### config.mk
export PLATFORM = sky130hd
export DESIGN_NAME = adsr_envelope
export DESIGN_NICKNAME = d
export VERILOG_FILES = /design/src/rtl/adsr_envelope.sv
export SDC_FILE = /design/constraint.sdc
export NUM_CORES = 1
export LEC_CHECK = 0
export ABC_CLOCK_PERIOD_IN_PS = 10860
export CORE_MARGIN = 1.5
export CORE_UTILIZATION = 60
export CTS_CLUSTER_SIZE = 30
export DETAILED_ROUTE_END_ITERATION = 6
export PLACE_DENSITY_LB_ADDON = 0.3
export SYNTH_ARGS = -nofsm -noshare
export SYNTH_HDL_FRONTEND = slang
export SYNTH_SLANG_ARGS = --single-unit
### constraint.sdc
create_clock -name clk -period 10.86 [get_ports clk]
set_input_delay 2.172 -clock clk [delete_from_list [all_inputs] [get_ports clk]]
set_output_delay 2.172 -clock clk [all_outputs]
set_load 0.01 [all_outputs]
### src/rtl/adsr_envelope.sv
// adsr_envelope: tick-driven ADSR envelope generator that scales an oscillator sample
module adsr_envelope #(
   parameter bit RETRIGGER_FROM_ZERO = 1'b0
) (
   input  logic        clk,
   input  logic        reset,
   input  logic        sample_tick,
   input  logic        gate,
   input  logic [15:0] sample_in,
   input  logic [15:0] attack_rate,
   input  logic [15:0] decay_rate,
   input  logic [15:0] sustain_level,
   input  logic [15:0] release_rate,
   output logic [15:0] sample_out,
   output logic        sample_valid,
   output logic [15:0] env_level,
   output logic [2:0]  env_state,
   output logic        active
);
   typedef enum logic [2:0] {IDLE = 3'd0, ATTACK = 3'd1, DECAY = 3'd2, SUSTAIN = 3'd3, RELEASE = 3'd4} state_t;
   state_t state, state_nxt;
   logic [15:0] level, level_nxt;
   logic [16:0] sum, diff_d, diff_r;
   logic [15:0] prod_hi, prod_unused;
   // The 32-bit signed product holds every possible result, so its top half equals bits [31:16] of the 33-bit form
   assign {prod_hi, prod_unused} = 32'($signed(sample_in)) * 32'($signed({1'b0, level}));
   assign env_level = level;
   assign env_state = state;
   assign active    = state != IDLE;
   // Next state and level for the coming tick; a gate change always wins over the level update
   always_comb begin
      state_nxt = state;
      level_nxt = level;
      sum       = {1'b0, level} + {1'b0, attack_rate};
      diff_d    = {1'b0, level} - {1'b0, decay_rate};
      diff_r    = {1'b0, level} - {1'b0, release_rate};
      case (state)
         IDLE: if (gate) begin
            state_nxt = ATTACK;
            level_nxt = RETRIGGER_FROM_ZERO ? 16'h0 : level;
         end
         ATTACK: if (!gate) state_nxt = RELEASE;
         else if (sum >= 17'h0FFFF || attack_rate == 16'h0) begin
            state_nxt = DECAY;
            level_nxt = 16'hFFFF;
         end else level_nxt = sum[15:0];
         DECAY: if (!gate) state_nxt = RELEASE;
         else if ($signed(diff_d) <= $signed({1'b0, sustain_level}) || decay_rate == 16'h0) begin
            state_nxt = SUSTAIN;
            level_nxt = sustain_level;
         end else level_nxt = diff_d[15:0];
         SUSTAIN: if (!gate) state_nxt = RELEASE;
         else level_nxt = sustain_level;
         RELEASE: if (gate) begin
            state_nxt = ATTACK;
            level_nxt = RETRIGGER_FROM_ZERO ? 16'h0 : level;
         end else if ($signed(diff_r) <= 17'sd0 || release_rate == 16'h0) begin
            state_nxt = IDLE;
            level_nxt = 16'h0;
         end else level_nxt = diff_r[15:0];
         default: begin
            state_nxt = IDLE;
            level_nxt = 16'h0;
         end
      endcase
   end
   // Registers advance only on ticks; sample_out uses the level from before this tick's update
   always_ff @(posedge clk) begin
      if (reset) begin
         state        <= IDLE;
         level        <= 16'h0;
         sample_out   <= 16'h0;
         sample_valid <= 1'b0;
      end else begin
         sample_valid <= sample_tick;
         if (sample_tick) begin
            state      <= state_nxt;
            level      <= level_nxt;
            sample_out <= prod_hi;
         end
      end
   end
endmodule

==> out/qor.txt <==
Largest net degree at the start of global routing: 36
Postcts setup bufs: 0
RSZ-0062 raised after global routing: no
Detailed placer's ending HPWL: 28.55 mm
First-pass GRT wire length: 57.82 mm
DIE HEIGHT: 150.9 um
Mux cell area share after synthesis: 0.5433%
Largest vdd supply drop: 54.75 uV
Setup Skew: 9.982 ps
Drt total wl: 35.50 mm
PnR worst setup slack: 2059 ps
Required time worst endpoint: 11060 ps
CTS tree: done
Final period util: 81.04%
Commonest non-fill, non-tap cell in the layout: inv_1
Worst hold path type: reg -> reg
Power consumption: 525.6 uW
Die Wd: 150.9 um
Initial antenna violation count: 0
Worst-Skew Late Latency: 290 ps
Post-Syn Area: 13130 um^2
Share of cells above drive strength 1: 2.869%
Number of vias per cell: 6.003
Post-synth EDFFs: 0
Distinct cells, synth: 87
Resize count post-CTS: 0
Post-route DRC: 6
Outcome: finished, violations left
Synthesized flop and latch total: 36
Syn Nets: 2046
Gate Count Post-Synth: 1588
Post-layout min period: 8801 ps
Sequential-to-total area share from yosys stat: 5.490%
Total track usage: 32.43%
Fmax: 0.1136 GHz
PD cells: 35.72 nW/um^2
Post-synthesis adder-cell area fraction: 46.85%
Main combinational cell family by area after synthesis: adder cells
Worst rel slew slack: 25.80%
Synth Area in XOR/XNOR: 2.917%
Arrival @ worst endpoint: 9000 ps
Die area: 22780 um^2
Simple-gate share of the synthesized area: 19.03%
Starting DRC count in detailed routing: 1031
Mapped Avg Cell Area: 8.267 um^2
Starting Density: 61.86%
Synth-to-Final Area Change: 12.10%
Inserted Clock Buffers: 5
RD Place Congestion: 0.9232
Post-synth ARST share: 0%
Final Hold Viols: 0
Crit Path Max Fanout: 10
CP Class: in -> reg
Post-CTS Hold Fix Bufs: 0
Clk sinks: 36
Setup violators final: 0
Drt pass-1 iters: 7
Compound-Gate Fraction of Synth Area: 14.54%
Number of global-route vias before repair: 11960
Htree depth: 2
ANT cells: 0
Failing checks: DRC
Flop-to-flop setup slack: 3980 ps
Top-Level Pins: 121
Max-slew violations: 0
Main flop type after synthesis: dfxtp_1
Setup TNS Final: 0 ps
WHS: 463.5 ps
Clk buf depth: 2
Pre-CTS setup slack: 1889 ps
Yosys Warn Count: 0
Core Region: 21220 um^2
Critical path endpoint category: register
Startpoint Class: input pin
Avg WL per Cell: 18.22 um
Root Buffer: clkbuf_16
Port bufs: 120
Tightest Pin Transition: 1111 ps
ANT nets after route: 0
GRT overflow: 0
Net count, final: 2130
Via count: 11690
Most frequent cells in the layout: inv_1, fa_1, nand2_1
P_leak: 0.007333 uW
Maxcap violations: 0
Clock Pin Slew Worst Setup and Hold Paths: 60 ps
Row count: 53
-- kinds of logic (layout without fill, tap and decap cells) --
kind of cell	Yosys count	after routing
AOI/OAI and AO/OA	265	265
xor gates and xnor gates	42	42
adders and majority gates	374	374
buffers and inverters	370	455
DFF	36	36
muxes	7	7
and+or+nand+nor	494	494
-- metrics by stage --
stage | std cells | instance area (um^2) | util, %
3_3_place_gp | 1940 | 14570 | 68.64
2_1_floorplan | 1588 | 13130 | -
6_report | 1948 | 14720 | 69.35
3_5_place_dp | 1940 | 14570 | 68.64
4_1_cts | 1948 | 14720 | 69.35
5_1_grt | 1948 | 14720 | 69.35
-- power breakdown --
part	switching [uW]	internal, uW	total, uW
sequential	5.22	138	143
combinational	131	104	235
clock	57.0	90.4	147
-- cell usage after synthesis (4+ instances only) --
cell       count  area share [%]
nor4_1        16            0.76
clkbuf_1      56             1.6
o2111ai_1      4            0.27
a21oi_1       64             2.4
a311oi_1      13            0.87
nand2b_1      19            0.91
o21a_1        12            0.69
or3_1         10            0.48
nand3_1       20            0.76
a211oi_1      12            0.69
and2_1       112             5.3
xor2_1        15             1.0
o22ai_1        7            0.33
and4_1         5            0.33
nand2_1      184             5.3
o221ai_1       4            0.27
fa_1         196              30
and3_1        10            0.48
nor3b_1        4            0.23
o31ai_1        6            0.34
a222oi_1      10            0.76
a31oi_1        6            0.29
nor3_1        15            0.57
mux2i_1        6            0.46
a21o_1        18             1.0
nand4_1       11            0.52
xnor2_1       25             1.7
dfxtp_1       36             5.5
o21ai_0       44             1.7
o211ai_1       7            0.40
nor2_1        61             1.7
inv_1        308             8.8
ha_1         178              17
nor2b_1        8            0.38
-- routing by layer --
metal  share of wire, %  wire length, um  global-route usage, %  vias up
li1                   -                -                      -     5379
met3                8.4             2990                  4.398      122
met2                 47            16690                  55.05      566
met4                5.6             1972                  16.31        0
met5                  0                0                      0        -
met1                 39            13850                  40.48     5626
-- area by class of cell --
class / instances / area, um^2
multi-input cells: 1182 / 11010
fillers: 1719 / 6505
repair buffers: 136 / 1321
inverters: 311 / 1167
flip-flops and latches: 36 / 720.7
well taps: 275 / 344.1
clock buffers: 6 / 138.9
clock inverters: 2 / 10.01
-- flip-flops by register name, summed over array words and instances (netlist names) --
name / count
env_state: 3
sample_valid: 1
env_level: 16
sample_out: 16
-- path summary, 6_finish.rpt --
check / end / depth (start not counted) / from
worst max-delay path: sample_out[15] / 20 / sample_in[15]
worst max register to register: sample_out[15] / 19 / env_level[9]
worst min-delay path: sample_out[1] / 2 / sample_out[1]
worst min register to register: sample_out[1] / 2 / sample_out[1]
-- critical path, cell delays in order --
cell	delay, ps
clkdlybuf4s50_1	770
clkinv_1	470
nor2_1	250
fa_1	460
fa_1	470
fa_1	530
fa_1	450
fa_1	490
inv_1	50
fa_1	470
inv_1	40
ha_1	330
nand4_1	130
or2_2	300
o32ai_1	470
or2_1	300
o2111ai_1	180
a31oi_1	320
nor4b_1	100
a211oi_1	240
Note: power is estimated with default switching activity, not from simulation.
